`config.mk`:
```
export PLATFORM = sky130hd
export DESIGN_NAME = fsm_seq_arb
export DESIGN_NICKNAME = d
export VERILOG_FILES = /design/src/rtl/fsm_seq_arb_pkg.sv /design/src/rtl/fsm_seq_arb_rr.sv /design/src/rtl/fsm_seq_arb.sv
export SDC_FILE = /design/constraint.sdc
export NUM_CORES = 1
export LEC_CHECK = 0
export ABC_AREA = 1
export ABC_CLOCK_PERIOD_IN_PS = 5300
export CAP_MARGIN = 20
export CORE_UTILIZATION = 44
export DETAILED_ROUTE_END_ITERATION = 12
export PLACE_DENSITY = 0.75
export SLEW_MARGIN = 0
export SYNTH_ARGS = -nofsm -noshare
export SYNTH_HDL_FRONTEND = slang
export SYNTH_SLANG_ARGS = --single-unit
```
`constraint.sdc`:
```
create_clock -name Clock -period 5.3 [get_ports Clock]
set_input_delay 0.53 -clock Clock [delete_from_list [all_inputs] [get_ports Clock]]
set_output_delay 0.53 -clock Clock [all_outputs]
set_load 0.005 [all_outputs]
```
`src/rtl/fsm_seq_arb_pkg.sv`:
```
// Shared state encodings and parameter defaults for the sequencer arbiter.
package fsm_seq_arb_pkg;

  localparam int unsigned NREQ_DEF   = 4;
  localparam int unsigned HOLD_W_DEF = 4;
  localparam int unsigned TMO_DEF    = 15;

  typedef enum logic [7:0] {
    S_IDLE   = 8'b0000_0001,
    S_GRANT  = 8'b0000_0010,
    S_HI1    = 8'b0000_0100,
    S_LO1    = 8'b0000_1000,
    S_HI2    = 8'b0001_0000,
    S_LO2    = 8'b0010_0000,
    S_FINISH = 8'b0100_0000,
    S_ERR    = 8'b1000_0000
  } state_t;

endpackage

```
`src/rtl/fsm_seq_arb_rr.sv`:
```
// Round-robin selector: first asserted request at or after ptr, one-hot.
module rr_arbiter
  import fsm_seq_arb_pkg::*;
#(
  parameter  int unsigned NREQ = NREQ_DEF,
  localparam int unsigned PW   = (NREQ > 1) ? $clog2(NREQ) : 1
) (
  input  logic [NREQ-1:0] req,
  input  logic [PW-1:0]   ptr,
  input  logic            en,
  output logic [NREQ-1:0] gnt_next
);

  logic          found;
  logic [PW-1:0] idx;

  always_comb begin
    gnt_next = '0;
    found    = 1'b0;
    idx      = '0;
    for (int unsigned i = 0; i < NREQ; i++) begin
      idx = PW'((32'(ptr) + i) % NREQ);
      if (en && !found && req[idx]) begin
        gnt_next[idx] = 1'b1;
        found         = 1'b1;
      end
    end
  end

endmodule

```
`src/rtl/fsm_seq_arb.sv`:
```
// Arbitrates NREQ requesters onto one downstream A/K1/K2 sequencer and
// drives the A handshake (timed HI1/LO1, K-acknowledged HI2/LO2 with timeout).
module fsm_seq_arb
  import fsm_seq_arb_pkg::*;
#(
  parameter int unsigned NREQ   = NREQ_DEF,
  parameter int unsigned HOLD_W = HOLD_W_DEF,
  parameter int unsigned TMO    = TMO_DEF
) (
  input  logic              Clock,
  input  logic              Reset,
  input  logic [NREQ-1:0]   req,
  input  logic [HOLD_W-1:0] hold,
  input  logic              K1,
  input  logic              K2,
  output logic              A,
  output logic              fsm_rstn,
  output logic [NREQ-1:0]   gnt,
  output logic              busy,
  output logic              done,
  output logic              err
);

  localparam int unsigned PW = (NREQ > 1) ? $clog2(NREQ) : 1;
  localparam int unsigned TW = $clog2(TMO + 1);
  localparam int unsigned CW = (HOLD_W > TW) ? HOLD_W : TW;

  state_t            state_q, state_d;
  logic [CW-1:0]     cnt_q, cnt_d;
  logic [HOLD_W-1:0] h_q, h_d;
  logic [PW-1:0]     win_q, win_d, ptr_q, ptr_d, win_sel;
  logic [NREQ-1:0]   gnt_next, gnt_d;
  logic              a_d, busy_d, done_d, err_d, rstn_d;

  rr_arbiter #(.NREQ(NREQ)) u_arb (
    .req      (req),
    .ptr      (ptr_q),
    .en       (state_q == S_IDLE),
    .gnt_next (gnt_next)
  );

  always_comb begin
    win_sel = '0;
    for (int unsigned i = 0; i < NREQ; i++) begin
      if (gnt_next[i]) win_sel = PW'(i);
    end
  end

  // cnt_d defaults to zero so every state change restarts the phase counter.
  always_comb begin
    state_d = state_q;
    cnt_d   = '0;
    h_d     = h_q;
    win_d   = win_q;
    ptr_d   = ptr_q;
    case (state_q)
      S_IDLE: begin
        if (|gnt_next) begin
          state_d = S_GRANT;
          win_d   = win_sel;
        end
      end
      S_GRANT: begin
        h_d     = (hold == '0) ? HOLD_W'(1) : hold;
        state_d = S_HI1;
      end
      S_HI1: begin
        if (cnt_q == CW'(h_q) - CW'(1)) state_d = S_LO1;
        else                            cnt_d   = cnt_q + CW'(1);
      end
      S_LO1: begin
        if (cnt_q == CW'(h_q) - CW'(1)) state_d = S_HI2;
        else                            cnt_d   = cnt_q + CW'(1);
      end
      S_HI2: begin
        if (K2)                           state_d = S_LO2;
        else if (cnt_q == CW'(TMO - 1))   state_d = S_ERR;
        else                              cnt_d   = cnt_q + CW'(1);
      end
      S_LO2: begin
        if (K1)                           state_d = S_FINISH;
        else if (cnt_q == CW'(TMO - 1))   state_d = S_ERR;
        else                              cnt_d   = cnt_q + CW'(1);
      end
      S_FINISH, S_ERR: begin
        state_d = S_IDLE;
        ptr_d   = (win_q == PW'(NREQ - 1)) ? '0 : win_q + PW'(1);
      end
      default: state_d = S_IDLE;
    endcase
  end

  // Outputs are decoded from the next state so they register alongside it.
  always_comb begin
    a_d    = (state_d == S_HI1) || (state_d == S_HI2);
    busy_d = state_d inside {S_GRANT, S_HI1, S_LO1, S_HI2, S_LO2, S_FINISH};
    gnt_d  = busy_d ? (NREQ'(1) << win_d) : '0;
    done_d = (state_d == S_FINISH);
    err_d  = (state_d == S_ERR);
    rstn_d = !err_d;
  end

  always_ff @(posedge Clock or negedge Reset) begin
    if (!Reset) begin
      state_q  <= S_IDLE;
      cnt_q    <= '0;
      h_q      <= '0;
      win_q    <= '0;
      ptr_q    <= '0;
      A        <= 1'b0;
      gnt      <= '0;
      busy     <= 1'b0;
      done     <= 1'b0;
      err      <= 1'b0;
      fsm_rstn <= 1'b0;
    end else begin
      state_q  <= state_d;
      cnt_q    <= cnt_d;
      h_q      <= h_d;
      win_q    <= win_d;
      ptr_q    <= ptr_d;
      A        <= a_d;
      gnt      <= gnt_d;
      busy     <= busy_d;
      done     <= done_d;
      err      <= err_d;
      fsm_rstn <= rstn_d;
    end
  end

endmodule

```
==> key figures, run 1 <==
Critical path
  – Crit-path max FO: 9
  – CP endpoint kind: flip-flop
  – Worst Path Buf+Inv: 4
  – CP max stage delay: 0.49 ns
  – Worst r2r src: ptr_q[0]
  – CP top delay family: simple AND/OR/NAND/NOR gates
  – Reg2Reg Setup Slack: 2.96 ns
  – CP Cell Sequence: inv_2 > ha_1 > inv_1 > nand3_2 > nand2_2 > inv_2 > nand4_1 > nand2_1 > inv_2 > nand3_4 > nor2_4 > nand4_1 > nor2_2 > nor2_1
  – R2r endpoint: gnt[2]
  – Worst Setup Start Kind: flip-flop
  – Kind of critical path: flip-flop to flip-flop
  – Worst path required time: 5.46 ns
  – Most frequent cell on the critical path: inv_2
  – Worst Path Arrival: 2.50 ns
  – Worst r2r path cells: 14
  – CP max stage cell: dfrtp_1

Floorplan
  – Die area: 4674 sq um
  – DIE HEIGHT: 68.37 microns
  – Starting density of the core: 47.10%
  – Rows: 23
  – Ports: 21
  – Core area: 4115 sq um
  – Chip width: 68.37 microns

STA
  – Tmin final: 2.340 ns
  – Hold slack final: 0.4916 ns
  – Pins Over Slew Limit: 0
  – Max Clk Rate: 427.3 MHz
  – Slew @ Worst Pin: 0.5834 ns
  – Max-slew headroom: 60.75%
  – Clock Skews: 0.008265 ns
  – Setup violations, final: 0
  – Total Neg Setup Slack: 0 ns
  – Tcrit/Tclk final: 44.15%
  – Final Hold Viols: 0
  – RSZ-0062 raised after global routing: no

Worst hold path
  – Hold path endpoint: h_q[1]
  – WHS Path Cells: 2
  – Hold wc startpoint: h_q[1]
  – Class of the worst hold path: flip-flop to flip-flop

Placed design
  – Gpl congestion: 0.8533
  – Placed cells: 318
  – HPWL Detailed: 2.756 mm
  – Input/output buffers: 20

Power
  – Pint: 530.9 uW
  – PD cells: 372.4 nW/um^2
  – Clock network power share: 21.5%
  – Peak VDD IR: 0.2703 mV
  – Leakage: 1.182 nW
  – Comb power frac: 42.3%
  – P_sw: 324.9 uW
  – Switching Fraction: 37.96%
  – Sequential share of power: 36.1%

Global route
  – GR Layer Usage met1: 22.42%
  – Vias in the first global route: 1512
  – Largest net degree at the start of global routing: 30
  – Met3 GRT Util: 5.667%
  – GRT busiest layer: met2
  – Initial antenna violation count: 0
  – Total gr overflow: 0
  – GRT Total Usage: 18.19%
  – Met2 Use GR: 29.04%
  – First-pass GRT wire length: 6.210 mm

Finish
  – Nets: 298
  – Reg area: 726.9 sq um
  – Layout area overhead: 18.59%
  – Multi-input gate area: 1050 sq um
  – Commonest non-fill, non-tap cell in the layout: nand2_1
  – Final Util: 55.85%
  – Fraction of layout cells with a size suffix above 1: 17.03%
  – Most frequent cells in the layout: 61 x nand2_1, 36 x inv_1, 28 x dfrtp_1
  – Post-Layout Cell Count: 326
  – Diodes inserted: 0
  – Filler instances: 385

Synth
  – Top post-synthesis cells by area: dfrtp_1 36%, nand2_1 12%, ha_1 7.1%, inv_1 7.0%, nand3_1 4.9%
  – Top cell type's share of synthesized area: 36.15%
  – Mapped Nets: 270
  – Mapped Area: 1938 sq um
  – Sequential fraction of the synthesis area: 37.51%
  – Syn Inst Count: 247
  – Synth Area per Inst: 7.847 sq um
  – Yosys cell types: 32
  – Largest area contributor in the synthesized netlist: dfrtp_1
  – YS warnings: 0
  – Yosys reg bits: 29

Route
  – Routed Wire Length: 3.563 mm
  – First-pass DRT Iterations: 4
  – WL per Instance: 10.93 microns
  – # DRC: 0
  – Routed Antenna Nets: 0
  – DRT iter0 DRCs: 62
  – Vias: 1570
  – Vias per Instance: 4.816

CTS
  – TritonCTS clock tree: done
  – Clock Pin Slew Worst Setup and Hold Paths: 0.06 ns
  – Clk Latency, worst-skew pair: 0.28 ns
  – CTS H-tree lvls: 2
  – Buffer depth of the longest clock path: 2
  – CTS root buf: clkbuf_8
  – Number of CTS-inserted buffers: 5
  – # clock sinks: 29
  – Post_cts resized: 0
  – Hold buffer count at CTS: 0
  – Postcts setup bufs: 0

Outcome
  – Status: finished, final reports clean

Job
  – Max-cap viol count: 0
## synthesized netlist by cell type
| cell type | n |
|---|---|
| o21ai_0 | 10 |
| nand2_1 | 61 |
| ha_1 | 11 |
| a21oi_1 | 3 |
| xnor2_1 | 3 |
| nor2_1 | 19 |
| dfrtp_1 | 28 |
| nand4_2 | 1 |
| nand2_4 | 2 |
| nand3b_1 | 2 |
| nand3_1 | 19 |
| nand3_4 | 1 |
| nand4_1 | 3 |
| a31oi_1 | 1 |
| nor2_8 | 1 |
| o22ai_1 | 1 |
| inv_1 | 36 |
| nor4_2 | 1 |
| nand3_2 | 7 |
| xor2_1 | 3 |
| o311ai_0 | 1 |
| clkinv_1 | 1 |
| nor2_4 | 4 |
| nor2_2 | 7 |
| nor4_1 | 3 |
| a21oi_4 | 1 |
| inv_2 | 6 |
| a21boi_0 | 1 |
| o21ai_2 | 1 |
| nor3_1 | 1 |
| dfstp_2 | 1 |
| nand2_2 | 7 |
## how the worst max path moves through the flow
stage / from / to / slack (ns) / cells past startpoint
floorplan: ptr_q[0] / gnt[2] / 3.25 / 14
global placement: req[3] / gnt[0] / 2.96 / 12
detailed placement: req[2] / gnt[2] / 2.91 / 12
CTS: ptr_q[0] / gnt[2] / 2.96 / 14
global route: ptr_q[0] / gnt[0] / 2.73 / 12
finish: ptr_q[0] / gnt[2] / 2.96 / 14
## per-layer routing
| layer | share of wire [%] | up-vias | wire length, microns |
|---|---|---|---|
| met5 | 0 | - | 0 |
| met4 | 2.6 | 0 | 92 |
| met3 | 4.1 | 9 | 146 |
| met2 | 44 | 27 | 1578 |
| met1 | 49 | 697 | 1746 |
| li1 | - | 837 | - |
## registers in the layout (all words and copies together), names as in the netlist
register,count
state_q,8
h_q,4
err,1
A,1
busy,1
fsm_rstn,1
ptr_q,2
gnt,4
win_q,2
cnt_q,4
done,1
## through the flow
stage / area, sq um / setup WS [ns] / total power [mW]
detailed placement: 2208 / 2.911 / 0.6764
global route: 2298 / 2.729 / 0.9318
global placement: 2208 / 2.963 / 0.6656
floorplan: 1938 / 3.249 / 0.5677
finish: 2298 / 2.960 / 0.8558
CTS: 2298 / 2.960 / 0.8652
## power by group through the flow
stage	Sequential (mW)	Combinational [mW]	Clock [mW]
after detailed placement	0.313	0.364	0
after floorplan	0.307	0.260	0
final	0.309	0.362	0.184
after global placement	0.312	0.354	0
after CTS	0.310	0.365	0.190
after global routing	0.316	0.416	0.200
## cells by family after synthesis
group | count (synthesis) | synth area share [%]
simple gates | 139 | 38.22
buf+inv | 43 | 8.328
flops | 29 | 37.51
compound gates | 19 | 6.134
fa+ha+maj | 11 | 7.101
xor+xnor | 6 | 2.712
## cell type report
type / count / share of cell area (%)
Inverter: 43 / 7.022
Clock buffer: 8 / 3.919
Multi-Input combinational cell: 175 / 45.67
Tap cell: 50 / 2.722
Timing Repair Buffer: 21 / 9.036
Sequential cell: 29 / 31.63
## worst min-delay path, stage by stage (launching register included)
cell and delay, ns:
dfrtp_1 0.34, nand2_1 0.05, o21ai_0 0.06
Power figures use the tool's default switching activity.
==> run 2: changes to the inputs <==
- ABC_CLOCK_PERIOD_IN_PS: 5300 -> 2000
- PLACE_DENSITY: 0.75 -> 0.77
- clock period: 5.3 -> 2 ns (I/O delays scaled with it)
==> run 2 against run 1 <==
  * First-iteration DRC count grew 50%
  * Core utilization up 4.9 points
  * Sequential cell count unchanged
==> key figures, run 2 (synthesis results as in run 1) <==
STA
  – Tmin final: 1.972 ns (-0.3680 ns)
  – RSZ-0062 raised after global routing: yes
  – Setup violations, final: 0 (unchanged)
  – Max-slew headroom: 57.27% (-3.5 points)
  – Pins Over Slew Limit: 0 (unchanged)
  – Clock Skews: 0.005841 ns (-0.002425 ns)
  – Max Clk Rate: 507.0 MHz (+19%)
  – Tcrit/Tclk final: 98.61% (+54 points)
  – Slew @ Worst Pin: 0.6351 ns (+0.05167 ns)
  – Final Hold Viols: 0 (unchanged)
  – Hold slack final: 0.3054 ns (-0.1862 ns)

Route
  – WL per Instance: 11.39 microns (+4.2%)
  – # DRC: 0 (unchanged)
  – Routed Wire Length: 3.872 mm (+8.7%)
  – First-pass DRT Iterations: 4 (unchanged)
  – DRT iter0 DRCs: 93 (+50%)
  – Vias per Instance: 4.891 (+1.6%)
  – Vias: 1663 (+5.9%)
  – Routed Antenna Nets: 0 (unchanged)

Floorplan
  – Chip width: 68.37 microns (unchanged)
  – Rows: 23 (unchanged)
  – Die area: 4674 sq um (unchanged)
  – Starting density of the core: 47.10% (unchanged)
  – Ports: 21 (unchanged)
  – DIE HEIGHT: 68.37 microns (unchanged)
  – Core area: 4115 sq um (unchanged)

Critical path
  – CP Cell Sequence: inv_4 > ha_4 > inv_2 > nand3_2 > nand2_4 > inv_2 > nand4_1 > nand2_1 > inv_2 > nand3_4 > nor2_4 > nand4_1 > nor2_4 > nor2_1
  – CP max stage cell: dfrtp_2
  – Worst Path Arrival: 2.14 ns (-0.36 ns)
  – Worst r2r src: ptr_q[0]
  – Reg2Reg Setup Slack: 0.03 ns (-2.93 ns)
  – Most frequent cell on the critical path: inv_2
  – CP endpoint kind: flip-flop
  – Worst r2r path cells: 14 (unchanged)
  – CP top delay family: simple AND/OR/NAND/NOR gates
  – R2r endpoint: gnt[2]
  – Crit-path max FO: 5 (-4)
  – Worst Path Buf+Inv: 4 (unchanged)
  – Worst Setup Start Kind: flip-flop
  – Kind of critical path: flip-flop to flip-flop
  – CP max stage delay: 0.42 ns (-0.07 ns)
  – Worst path required time: 2.17 ns (-3.29 ns)

Finish
  – Most frequent cells in the layout: 55 x nand2_1, 34 x inv_1, 26 x dfrtp_1
  – Commonest non-fill, non-tap cell in the layout: nand2_1
  – Biggest register: state_q
  – Layout area overhead: 29.05%
  – Fraction of layout cells with a size suffix above 1: 27.59% (+11 points)
  – Diodes inserted: 0 (unchanged)
  – Nets: 312 (+4.7%)
  – Largest register FFs: 8 (unchanged)
  – Final instance area: 2501 sq um (+8.8%)

Global route
  – Largest net degree at the start of global routing: 30 (unchanged)
  – GRT Total Usage: 18.28% (+0.092 points)
  – Vias in the first global route: 1550 (+2.5%)
  – Total gr overflow: 0 (unchanged)
  – First-pass GRT wire length: 6.348 mm (+2.2%)
  – Initial antenna violation count: 0 (unchanged)

Power
  – PD cells: 946.5 nW/um^2 (+150%)
  – Peak VDD IR: 0.4625 mV (+71%)
  – Leakage: 1.265 nW (+7.0%)
  – Design Power: 2.367 mW (+180%)

Placed design
  – Gpl congestion: 0.8503 (-0.35%)
  – Input/output buffers: 20 (unchanged)
  – HPWL Detailed: 2.845 mm (+3.2%)
  – Placed cell area: 2320 sq um (+5.0%)

CTS
  – Clk Latency, worst-skew pair: 0.28 ns (about the same)
  – Clock Pin Slew Worst Setup and Hold Paths: 0.06 ns (about the same)
  – # clock sinks: 29 (unchanged)
  – Hold buffer count at CTS: 0 (unchanged)
  – Number of CTS-inserted buffers: 5 (unchanged)
  – TritonCTS clock tree: done
  – CTS H-tree lvls: 2 (unchanged)
  – CTS root buf: clkbuf_8
  – Buffer depth of the longest clock path: 2 (unchanged)

Outcome
  – Status: finished, final reports clean

Job
  – Max-cap viol count: 0 (unchanged)

Worst hold path
  – Class of the worst hold path: input port to asynchronous set/reset pin
[run 2: cell count changes in the layout (fill, tap and decap cells not counted), sizes merged]
| cell | change |
|---|---|
| buf | +14 |
| clkbuf | -3 |
| clkinv | +2 |
| clkinvlp | +1 |
[run 2: layer usage]
layer  part of all wire [%]  up-vias  global-route usage [%]
li1                       -      865                       -
met1                     46      770                   23.09
met2                     50       23                   30.51
met3                    3.4        5                   5.500
met4                   0.93        0                   3.906
met5                      0        -                       0
[run 2: report_power, final]
group,switching (mW),leakage (nW),internal (mW)
clock,0.215,0.0439,0.239
sequential,0.0818,0.378,0.732
combinational,0.608,0.843,0.492
total,0.904,1.26,1.46
[run 2: per-stage QoR]
| step | setup slack [ns] | utilization [%] | cells | setup TNS, ns |
|---|---|---|---|---|
| floorplan | 0.001961 | - | 247 | 0 |
| global placement | -0.04464 | 56.37 | 331 | -0.1669 |
| detailed placement | -0.05905 | 56.37 | 331 | -0.2630 |
| CTS | 0.008433 | 58.47 | 339 | 0 |
| global route | -0.1077 | 60.78 | 340 | -0.5317 |
| finish | 0.02778 | 60.78 | 340 | 0 |
[run 2: repair_timing]
action                     4_1_cts  5_1_grt
setup buffers                    0        1
pin swaps                        1        4
setup endpoints to repair        5        8
gates cloned                     0        0
gates resized for setup          0       22
[run 2: final cells by class]
class | instances | area, sq um
sequential | 29 | 729.5
tap | 50 | 62.56
clock inverter | 3 | 17.52
fill | 331 | 1614
inverter | 43 | 163.9
timing repair buffer | 35 | 320.3
multi-input combinational | 175 | 1139
clock buffer | 5 | 68.82
[run 2: worst max-delay path by stage]
| stage | startpoint | endpoint | slack (ns) | depth (start not counted) |
|---|---|---|---|---|
| after global placement | req[2] | busy | -0.04 | 12 |
| final | ptr_q[0] | gnt[2] | 0.03 | 14 |
| after detailed placement | req[3] | busy | -0.06 | 14 |
| after floorplan | ptr_q[0] | gnt[2] | 0.002 | 14 |
| after global routing | ptr_q[0] | gnt[2] | -0.11 | 13 |
| after CTS | ptr_q[0] | busy | 0.008 | 13 |
